### config.mk
export PLATFORM = sky130hd
export DESIGN_NAME = nvdla_csb_target
export DESIGN_NICKNAME = d
export VERILOG_FILES = /design/src/rtl/nvdla_csb_target.sv
export SDC_FILE = /design/constraint.sdc
export NUM_CORES = 1
export LEC_CHECK = 0
export CAP_MARGIN = 20
export CORE_ASPECT_RATIO = 0.8
export CORE_UTILIZATION = 50
export CTS_BUF_LIST = sky130_fd_sc_hd__clkbuf_16
export CTS_CLUSTER_SIZE = 25
export DETAILED_ROUTE_END_ITERATION = 16
export PLACE_DENSITY = 0.69
export RECOVER_POWER = 100
export SLEW_MARGIN = 0
export SYNTH_ARGS = -nofsm -noshare
export SYNTH_HDL_FRONTEND = slang
export SYNTH_SLANG_ARGS = --single-unit
### constraint.sdc
create_clock -name clk_i -period 2.5 [get_ports clk_i]
set_input_delay 0.25 -clock clk_i [delete_from_list [all_inputs] [get_ports clk_i]]
set_output_delay 0.25 -clock clk_i [all_outputs]
set_load 0.03 [all_outputs]
### src/rtl/nvdla_csb_target.sv
// CSB responder standing in for the NVDLA core. It serves a small register
// bank over the CSB request/response channel and runs a countdown job that
// raises dla_intr_o when the count reaches zero.
module nvdla_csb_target #(
  parameter int unsigned        ADDR_W    = 16,
  parameter int unsigned        DATA_W    = 32,
  parameter int unsigned        NREGS     = 16,
  parameter int unsigned        RD_LAT    = 2,
  parameter logic [ADDR_W-1:0]  BASE_ADDR = '0
) (
  input  logic              clk_i,
  input  logic              rst_i,
  input  logic              csb2nvdla_valid_i,
  output logic              csb2nvdla_ready_o,
  input  logic [ADDR_W-1:0] csb2nvdla_addr_i,
  input  logic [DATA_W-1:0] csb2nvdla_wdat_i,
  input  logic              csb2nvdla_write_i,
  input  logic              csb2nvdla_nposted_i,
  output logic              nvdla2csb_valid_o,
  output logic [DATA_W-1:0] nvdla2csb_data_o,
  output logic              nvdla2csb_wr_complete_o,
  output logic              dla_intr_o
);

  localparam int unsigned IDX_W = $clog2(NREGS);
  localparam int unsigned LAT_W = (RD_LAT > 1) ? $clog2(RD_LAT) : 1;
  localparam logic [DATA_W-1:0] ID_VAL  = DATA_W'(32'h4E56_444C);
  localparam logic [DATA_W-1:0] OOR_VAL = DATA_W'(32'hDEAD_BEEF);

  typedef struct packed {
    logic [ADDR_W-1:0] addr;
    logic [DATA_W-1:0] wdat;
    logic              write;
    logic              nposted;
  } csb_req_t;

  typedef enum logic {IDLE, RD_WAIT} state_e;

  csb_req_t          req;
  state_e            state_q, state_d;
  logic [LAT_W-1:0]  lat_q, lat_d;
  logic              ready, rsp_vld, load_data;
  logic              rd_acc, wr_acc;
  logic [ADDR_W-1:0] idx_full;
  logic [IDX_W-1:0]  idx;
  logic              in_rng;
  logic [DATA_W-1:0] rd_val, hold_q, data_q;
  logic              wr_cmpl_q;

  logic [DATA_W-1:0] job_len_q, cnt_q;
  logic [DATA_W-1:0] scratch_q [NREGS];
  logic              busy_q, stat_q, mask_q;
  logic              job_start, job_done, w1c;

  assign req = '{addr: csb2nvdla_addr_i, wdat: csb2nvdla_wdat_i,
                 write: csb2nvdla_write_i, nposted: csb2nvdla_nposted_i};

  assign rd_acc = csb2nvdla_valid_i & ready & ~req.write;
  assign wr_acc = csb2nvdla_valid_i & ready &  req.write;

  // Unsigned offset from the base; wrap-around below the base is caught by
  // the explicit lower-bound compare.
  assign idx_full = req.addr - BASE_ADDR;
  assign in_rng   = (req.addr >= BASE_ADDR) && (idx_full < ADDR_W'(NREGS));
  assign idx      = idx_full[IDX_W-1:0];

  // Read mux sees pre-edge state, so busy/status reads return the old value.
  always_comb begin
    rd_val = OOR_VAL;
    if (in_rng) begin
      case (int'(idx))
        0:       rd_val = ID_VAL;
        1:       rd_val = DATA_W'(busy_q);
        2:       rd_val = job_len_q;
        3:       rd_val = DATA_W'(stat_q);
        4:       rd_val = DATA_W'(mask_q);
        default: rd_val = scratch_q[idx];
      endcase
    end
  end

  // Request FSM state and read-latency counter.
  always_ff @(posedge clk_i) begin
    if (rst_i) begin
      state_q <= IDLE;
      lat_q   <= '0;
    end else begin
      state_q <= state_d;
      lat_q   <= lat_d;
    end
  end

  // Next state; the response data register is loaded on the edge that
  // enters the valid cycle so data_o holds its old value until then.
  always_comb begin
    state_d   = state_q;
    lat_d     = lat_q;
    ready     = 1'b0;
    rsp_vld   = 1'b0;
    load_data = 1'b0;
    case (state_q)
      IDLE: begin
        ready = 1'b1;
        if (csb2nvdla_valid_i && !req.write) begin
          state_d   = RD_WAIT;
          lat_d     = LAT_W'(RD_LAT - 1);
          load_data = (RD_LAT == 1);
        end
      end
      RD_WAIT: begin
        if (lat_q == '0) begin
          rsp_vld = 1'b1;
          state_d = IDLE;
        end else begin
          lat_d     = lat_q - LAT_W'(1);
          load_data = (lat_q == LAT_W'(1));
        end
      end
      default: state_d = IDLE;
    endcase
  end

  // Capture read data at accept and present it on the valid cycle.
  always_ff @(posedge clk_i) begin
    if (rst_i) begin
      hold_q <= '0;
      data_q <= '0;
    end else begin
      if (rd_acc) hold_q <= rd_val;
      if (load_data) data_q <= (state_q == IDLE) ? rd_val : hold_q;
    end
  end

  // Non-posted write completion, one cycle after accept.
  always_ff @(posedge clk_i) begin
    if (rst_i) wr_cmpl_q <= 1'b0;
    else       wr_cmpl_q <= wr_acc & req.nposted;
  end

  // Plain RW registers: JOB_LEN, INTR_MASK and scratch.
  always_ff @(posedge clk_i) begin
    if (rst_i) begin
      job_len_q <= '0;
      mask_q    <= 1'b0;
      for (int i = 0; i < int'(NREGS); i++) scratch_q[i] <= '0;
    end else if (wr_acc && in_rng) begin
      if (int'(idx) == 2)      job_len_q      <= req.wdat;
      else if (int'(idx) == 4) mask_q         <= req.wdat[0];
      else if (int'(idx) >= 5) scratch_q[idx] <= req.wdat;
    end
  end

  assign job_start = wr_acc && in_rng && (int'(idx) == 1) && req.wdat[0] && !busy_q;
  assign job_done  = busy_q && (cnt_q == DATA_W'(1));
  assign w1c       = wr_acc && in_rng && (int'(idx) == 3) && req.wdat[0];

  // Job countdown; completion sets status and beats a same-edge clear.
  always_ff @(posedge clk_i) begin
    if (rst_i) begin
      busy_q <= 1'b0;
      cnt_q  <= '0;
      stat_q <= 1'b0;
    end else begin
      if (job_start) begin
        busy_q <= 1'b1;
        cnt_q  <= (job_len_q == '0) ? DATA_W'(1) : job_len_q;
      end else if (busy_q) begin
        cnt_q <= cnt_q - DATA_W'(1);
        if (job_done) busy_q <= 1'b0;
      end
      if (job_done) stat_q <= 1'b1;
      else if (w1c) stat_q <= 1'b0;
    end
  end

  assign csb2nvdla_ready_o       = ready;
  assign nvdla2csb_valid_o       = rsp_vld;
  assign nvdla2csb_data_o        = data_q;
  assign nvdla2csb_wr_complete_o = wr_cmpl_q;
  assign dla_intr_o              = stat_q & ~mask_q;

endmodule

Word level (Yosys, flattened, before mapping)
Memory sizes are Yosys's and may differ from the RTL's. Index checks and enable logic that the tools add are counted.

Latch bits: 0. Output and inout port bits: 36. ROM bits: 0. Register bits after elaboration: 134. Memories: 1. Memory bits (writable): 512. Logic and storage cells: 85.

Memories: scratch_q (words 16, width 32, rd ports 1, clocked after Yosys merged registers in 0, wr ports 16, line 51) `logic [DATA_W-1:0] scratch_q [NREGS];`.

Equal/unequal tests: 10. Add/subtract/negate cells: 2. Mux-type cells: 32. Reduce and logical (&&, ||, !) cells: 18. Div/mod/pow operators: 0. Order comparisons: 3. $mul: 0. Bitwise operators: 9. Shift operators: 0.

Operators by type and width (number): 2-to-1 mux 32 bit (6); case mux 32 bit (5 select lines) (1); equality test 32 x 1 -> 1 bit (second input constant) (1); logical NOT 32 bit (1); OR reduction 32 bit (1); subtractor 32 x 1 -> 32 bit (second input constant) (1); 2-to-1 mux 1 bit (21); >= comparator 16 x 1 -> 1 bit (second input constant) (1); < comparator 16 x 5 -> 1 bit (second input constant) (1); equality test 4 x 2 -> 1 bit (second input constant) (3); equality test 4 x 3 -> 1 bit (second input constant) (3); logical AND 1 bit (9); case mux 1 bit (2 select lines) (3); bitwise AND 1 bit (5); equality test 4 x 1 -> 1 bit (second input constant) (1); equality test 4 bit (second input constant) (1); >= comparator 4 x 3 -> 1 bit (second input constant) (1); logical NOT 4 bit (1); 2-to-1 mux 4 bit (1); inverter 1 bit (4); nonzero test 2 bit (2); AND reduction 3 bit (1); logical NOT 1 bit (2); != test 2 bit (second input constant) (1); 2 further kinds (2).

Longest topological paths before layout
Gate-level depths: netlist of the first run.

Depth in word-level cells: 9. Mapped depth: 8.

Least setup slack after synthesis of the first run
No wires, ideal clock.

Kind: input port to flip-flop. Start: input port csb2nvdla_addr_i[0]. End: memory scratch_q[5][0], enable pin. Data arrival time: 2196 ps. Buffers on the path: 3. Stages on the path: 6. Library setup time: 375 ps. Required time: 2125 ps. Setup slack: -71 ps. Path through: buf_2 > buf_1 > clkbuf_1 > o2111ai_1 > nor2_1 > or2_2.

RTL lines: start, declared (line 15) `input logic [ADDR_W-1:0] csb2nvdla_addr_i,`; end, declared (line 51).

Worst setup path in the final report of the first run
Start: register cnt_q[5]. End: register cnt_q[23].

Cells in the longest elaborated chain, start to end: 3.

RTL lines: start, declared (line 50) `logic [DATA_W-1:0] job_len_q, cnt_q;`; start signal, assigned (line 166) `cnt_q <= (job_len_q == '0) ? DATA_W'(1) : job_len_q;`; start signal, assigned (line 168) `cnt_q <= cnt_q - DATA_W'(1);`; subtractor 32 x 1 -> 32 bit (line 168); 2-to-1 mux 32 bit (line 167) `end else if (busy_q) begin`; 2-to-1 mux 32 bit (line 164) `if (job_start) begin`.

Every way passes these cells. The select of a mux whose other input is x is not followed. A chain may end at the register's enable or synchronous reset.

==> results.sh, run 1 <==
export IMPL_relSlewSlack_pct=32.1
export IMPL_rows=68
export IMPL_cts_tree="yes"
export IMPL_finalCritPeriodShare_pct=98.5
export IMPL_drcViolationCount=0
export IMPL_io_buffers=88
export IMPL_synth_warnings=0
export IMPL_synth_area_um2=21800
export IMPL_drv_slew=0
export IMPL_clock_fmax_mhz=406
export IMPL_min_period_ns=2.46
export IMPL_layout_drive_gt1_share_pct=16.8
export IMPL_dieHeight_um=189
export IMPL_clock_sinks=490
export IMPL_fillers=3435
export IMPL_power_density_nw_per_um2=670
export IMPL_grt_max_degree=150
export IMPL_fin_tns_setup_ns=0
export IMPL_crit_path_max_fanout=7
export IMPL_core_um2=43100
export IMPL_status="finished clean"
export IMPL_h_tree_depth=2
export IMPL_wl_um=58800
export IMPL_cts_buffer_depth=3
export IMPL_register_area_um2=13400
export IMPL_ctsHoldBuffers=0
export IMPL_ys_ff_latch=490
export IMPL_grt_usage_pct=26.9
export IMPL_start_util_pct=50.6
export IMPL_required_ns=2.91
export IMPL_clock_root_buffer="clkbuf_16"
export IMPL_grt_pass1_wl_um=89700
export IMPL_worst_slew_pin_slew_ns=1.02
export IMPL_startpoint_type="flop"
export IMPL_area_delta_synth_final_pct=17.4
export IMPL_synthCells=1777
export IMPL_grt_pass1_vias=14800
export IMPL_drv_cap=0
export IMPL_irDropWorstVdd_mv=0.502
export IMPL_vias=14800
export IMPL_cp_cell_sequence="or4b_4, or2_0, buf_4, or3_1, o311ai_0, a31oi_1"
export IMPL_placedCellCount=2426
export IMPL_antenna_left=0
export IMPL_die_area_um2=44500
export IMPL_leakage_nw=9.40
export IMPL_holdCritPathClass="in -> reg"
export IMPL_drtPass1Iterations=6
export IMPL_cpPeakStageDelay_ns=0.58
export IMPL_crit_arrival_ns=2.87
export IMPL_diodes=0
export IMPL_instances_no_fill=2512
export IMPL_overflow=0
export IMPL_design_area_um2=25600
export IMPL_num_io_pins=89
export IMPL_finClkSkew_ns=0.0156
export IMPL_hold_viol_final=0
export IMPL_slowest_stage="or4b_4"
export IMPL_multi_input_area_um2=7880
export IMPL_synthDistinctLibCells=62
export IMPL_ys_flop_type="edfxtp_1"
export IMPL_drt_iter0_markers=1450
export IMPL_final_common_cell="edfxtp_1"
export IMPL_setup_viol=0
export IMPL_critPathCaptureType="flop"
export IMPL_hpwlAfterDp_um=40000
export IMPL_die_w_um=236
export IMPL_ys_seq_area_share_pct=61.3
export IMPL_rsz0062_at_grt="no"
export IMPL_vias_per_cell=5.89
export IMPL_wl_per_cell_um=23.4
export IMPL_synth_edff_count=356
export IMPL_antenna_found_initial=1
export IMPL_layout_common_cells="edfxtp_1 (356), and2_1 (267), nand2_1 (176)"
export IMPL_insertion_delay_ns=0.56
export IMPL_placed_area_um2=24400
export IMPL_cts_buffers=47
export IMPL_place_gp_congestion=0.976
export IMPL_ys_async_sr_fraction_pct=0
export IMPL_postSynthAreaPerCell_um2=12.3
export IMPL_crit_type="reg -> reg"
export IMPL_nets=1970
export IMPL_clkTransAtPathRegs_ns=0.06
[synth_stat cells, types with 6 or more instances]
cell | instances | area [um^2]
a2111oi_0 | 13 | 114
a21oi_1 | 103 | 515
a22oi_1 | 26 | 195
a31oi_1 | 26 | 163
a32oi_1 | 6 | 52.6
and2_1 | 356 | 2230
buf_1 | 8 | 30.0
buf_2 | 7 | 35.0
clkbuf_1 | 136 | 510
dfxtp_1 | 134 | 2680
edfxtp_1 | 356 | 10700
inv_1 | 8 | 30.0
mux2_2 | 31 | 349
mux2i_1 | 28 | 280
mux4_2 | 68 | 1530
nand2_1 | 176 | 661
nand3_1 | 19 | 95.1
nor2_1 | 83 | 312
nor3_1 | 25 | 125
nor4_1 | 20 | 125
o211ai_1 | 10 | 75.1
o21ai_0 | 10 | 50.1
o21bai_1 | 11 | 82.6
o311ai_0 | 6 | 52.6
or2_2 | 13 | 81.3
or3_1 | 11 | 68.8
or4_1 | 11 | 82.6
[per-stage QoR]
stage	util [%]	hold slack (ns)	setup WS [ns]	power, mW
after detailed placement	56.7	0.445	-0.505	10.3
after floorplan	-	0.372	0.0354	9.71
after global routing	59.4	0.279	0.0163	17.7
final	59.4	0.269	0.0383	17.2
after global placement	56.7	0.442	-0.443	10.3
after CTS	60.2	0.0920	0.0422	17.3
[power by group]
part | leakage [nW] | switching [mW] | internal, mW
clock network | 0.794 | 3.04 | 4.06
registers | 4.79 | 0.0755 | 8.90
logic | 3.81 | 0.655 | 0.439
[kinds of logic after synthesis]
kind of cell | synth area share (%)
adders and majority gates | 0.115
muxes | 9.90
buffers and inverters | 2.81
other | 0.0172
AOI/OAI and AO/OA | 7.22
and+or+nand+nor | 18.7
DFF | 61.3
[area by class of cell]
class	instances	area share (%)
Sequential cell	490	52.2
Multi-Input combinational cell	1130	30.8
Inverter	8	0.117
Tap cell	560	2.73
Clock buffer	49	4.79
Timing Repair Buffer	238	8.24
Clock inverter	37	1.17
[metal layers]
metal	vias to the layer above	share of wire (%)	track usage, %
met5	-	0	0
met4	0	3.0	8.37
met3	102	8.0	5.15
met2	619	46	42.6
met1	7356	43	37.7
li1	6724	-	-
[sequential cells by signal (all words and copies together), names as in the netlist]
register / flops
busy_q: 1
cnt_q: 32
state_q: 1
mask_q: 1
scratch_q: 356
hold_q: 32
nvdla2csb_data_o: 32
lat_q: 1
job_len_q: 32
stat_q: 1
nvdla2csb_wr_complete_o: 1
[path summary, 6_finish.rpt]
check / start / end / slack (ns) / cells past startpoint
worst max-delay path: cnt_q[5] / cnt_q[23] / 0.04 / 6
worst min-delay path: csb2nvdla_addr_i[2] / hold_q[0] / 0.27 / 3
worst min register to register: nvdla2csb_data_o[14] / nvdla2csb_data_o[14] / 0.45 / 2
worst max register to register: cnt_q[5] / cnt_q[23] / 0.04 / 6
[critical path, delay by kind of cell, from the launching register on]
kind,cells,cell delay (ns)
and+or+nand+nor,3,1.31
AOI/OAI and AO/OA,2,0.44
DFF,1,0.35
buffers and inverters,1,0.21
[what timing repair did]
action,in CTS,in global routing
setup endpoints to repair,0,4
hold endpoints to repair,0,0
setup buffers,0,0
resized for setup,0,2
No activity file was read; power rests on OpenSTA's default activity.
==> run 2: changes to the inputs <==
--- a/config.mk
+++ b/config.mk
@@ -17,3 +17,4 @@
 export SYNTH_ARGS = -nofsm -noshare
 export SYNTH_HDL_FRONTEND = slang
 export SYNTH_SLANG_ARGS = --single-unit
+export TNS_END_PERCENT = 5
==> results.sh, run 2 (synthesized netlist as in run 1, its figures left out) <==
export IMPL_violations="setup timing"
export IMPL_num_io_pins=89
export IMPL_clock_sinks=490
export IMPL_holdCritPathClass="in -> reg"
export IMPL_hold_end="nvdla2csb_wr_complete_o"
export IMPL_crit_arrival_ns=2.96
export IMPL_vias=14900
export IMPL_ctsHoldBuffers=0
export IMPL_cpPeakStageDelay_ns=0.81
export IMPL_grt_pass1_wl_um=90100
export IMPL_finalCritPeriodShare_pct=101
export IMPL_rr_startpoint="cnt_q[1]"
export IMPL_overflow=0
export IMPL_nets=1960
export IMPL_layout_drive_gt1_share_pct=16.8
export IMPL_drt_iter0_markers=1686
export IMPL_r2r_end="cnt_q[23]"
export IMPL_required_ns=2.94
export IMPL_rsz0062_at_grt="no"
export IMPL_slowest_stage="a2111oi_1"
export IMPL_cts_buffer_depth=3
export IMPL_area_delta_synth_final_pct=16.8
export IMPL_fin_tns_setup_ns=-0.0139
export IMPL_place_gp_congestion=0.965
export IMPL_placed_area_um2=24300
export IMPL_finClkSkew_ns=0.0199
export IMPL_regMostFlops="scratch_q"
export IMPL_ff2ff_path_depth=6
export IMPL_min_period_ns=2.51
export IMPL_clkTransAtPathRegs_ns=0.06
export IMPL_core_um2=43100
export IMPL_largest_reg_flops=356
export IMPL_status="finished with violations"
export IMPL_rrSetupSlack_ns=0.06
export IMPL_critPathCaptureType="flop"
export IMPL_relSlewSlack_pct=42.9
export IMPL_hold_viol_final=0
export IMPL_drv_slew=0
export IMPL_worst_slack_ns=-0.0139
export IMPL_diodes=0
export IMPL_wl_um=59200
export IMPL_dieHeight_um=189
export IMPL_rows=68
export IMPL_final_common_cell="edfxtp_1"
export IMPL_hpwlAfterDp_um=39800
export IMPL_fillers=3434
export IMPL_grt_usage_pct=26.8
export IMPL_crit_type="in -> reg"
export IMPL_h_tree_depth=2
export IMPL_drtPass1Iterations=7
export IMPL_grt_pass1_vias=14600
export IMPL_drv_cap=0
export IMPL_cts_buffers=49
export IMPL_setup_viol=1
export IMPL_dpl_worst_slack_ns=-0.269
export IMPL_io_buffers=88
export IMPL_path_delay_family="buffers and inverters"
export IMPL_insertion_delay_ns=0.58
export IMPL_start_util_pct=50.6
export IMPL_vias_per_cell=5.95
export IMPL_cts_tree="yes"
export IMPL_whs_path_depth=3
export IMPL_worst_slew_pin_slew_ns=0.857
export IMPL_die_w_um=236
export IMPL_grt_max_degree=150
export IMPL_clock_root_buffer="clkbuf_16"
export IMPL_design_area_um2=25500
export IMPL_irDropWorstVdd_mv=0.489
export IMPL_worst_path_buf_inv=5
export IMPL_antenna_left=0
export IMPL_post_cts_buffers=0
export IMPL_power_density_nw_per_um2=673
export IMPL_cp_cell_sequence="clkbuf_2, buf_12, buf_6, nand2b_1, nor3_1, clkbuf_1, a2111oi_1, clkbuf_2, nor3_1"
export IMPL_die_area_um2=44500
export IMPL_worstHoldStart="rst_i"
export IMPL_clock_fmax_mhz=398
export IMPL_layout_common_cells="edfxtp_1 (356), and2_1 (278), nand2_1 (176)"
export IMPL_antenna_found_initial=0
export IMPL_startpoint_type="input pin"
export IMPL_drcViolationCount=0
export IMPL_crit_path_max_fanout=14
export IMPL_wl_per_cell_um=23.7
export IMPL_leakage_nw=9.39
## run 2: cell types whose count changed in the layout (fill, tap and decap cells not counted), moves of 3 or more
cell       delta
clkbuf_16     +3
clkinv_2      -3
clkbuf_2      +3
buf_4         +8
clkbuf_4      -7
and2_0       -11
inv_1         +4
inv_2         -5
clkbuf_1     -12
buf_12        -8
and2_1       +11
bufinv_16     -3
## run 2: worst max path at each step
stage	startpoint	end	slack, ns	cells after the start
finish	csb2nvdla_addr_i[0]	hold_q[11]	-0.01	9
global route	state_q	scratch_q[15][18]	0.0009	7
CTS	cnt_q[4]	cnt_q[25]	0.05	5
detailed placement	csb2nvdla_addr_i[7]	hold_q[15]	-0.27	9
global placement	csb2nvdla_addr_i[7]	hold_q[15]	-0.28	9
floorplan	csb2nvdla_addr_i[13]	scratch_q[12][0]	-0.006	5
## run 2: metrics by stage
step           instances  power (mW)  hold WS [ns]  util (%)
3_3_place_gp        2414        10.3         0.442      56.4
3_5_place_dp        2414        10.3         0.446      56.4
6_report            2502        17.2         0.251      59.1
5_1_grt             2502        17.6         0.273      59.1
4_1_cts             2502        17.3        0.0760      60.0
2_1_floorplan       1780        9.71         0.372         -
## run 2: repair_timing
action,in CTS,in global routing
resized for setup,0,2
endpoints found under the setup margin,0,3
endpoints found under the hold margin,0,0
## run 2: layer usage
| metal | share of wire [%] | GRT usage, % |
|---|---|---|
| met5 | 0 | 0 |
| met2 | 45 | 41.7 |
| met1 | 43 | 38.3 |
| met4 | 2.9 | 8.14 |
| met3 | 8.6 | 5.25 |
## run 2: layout make-up
class	count	area [um^2]	share of cell area (%)
Clock inverter	36	229	0.898
Multi-Input combinational cell	1130	7880	30.9
Sequential cell	490	13400	52.5
Timing Repair Buffer	226	1980	7.75
Clock buffer	52	1300	5.10
Inverter	8	30.0	0.118
Tap cell	560	701	2.75
## run 2: worst register-to-register path, delay by kind of cell, from the launching register on
family,cells,cell delay [ns]
simple gates,3,1.24
compound gates,2,0.51
flops,1,0.34
buf+inv,1,0.19
## run 2: report_power, final
group          switching, mW  internal [mW]
Sequential            0.0745           8.90
Clock                   3.15           3.96
Combinational          0.651          0.433
==> run 3: changes to the inputs <==
--- a/config.mk
+++ b/config.mk
@@ -13,7 +13,7 @@
 export DETAILED_ROUTE_END_ITERATION = 16
 export PLACE_DENSITY = 0.69
 export RECOVER_POWER = 100
-export SLEW_MARGIN = 0
+export SLEW_MARGIN = 20
 export SYNTH_ARGS = -nofsm -noshare
 export SYNTH_HDL_FRONTEND = slang
 export SYNTH_SLANG_ARGS = --single-unit
==> results of run 3 <==
Same layout as run 2: the final DEF is identical, and so are final timing and power.
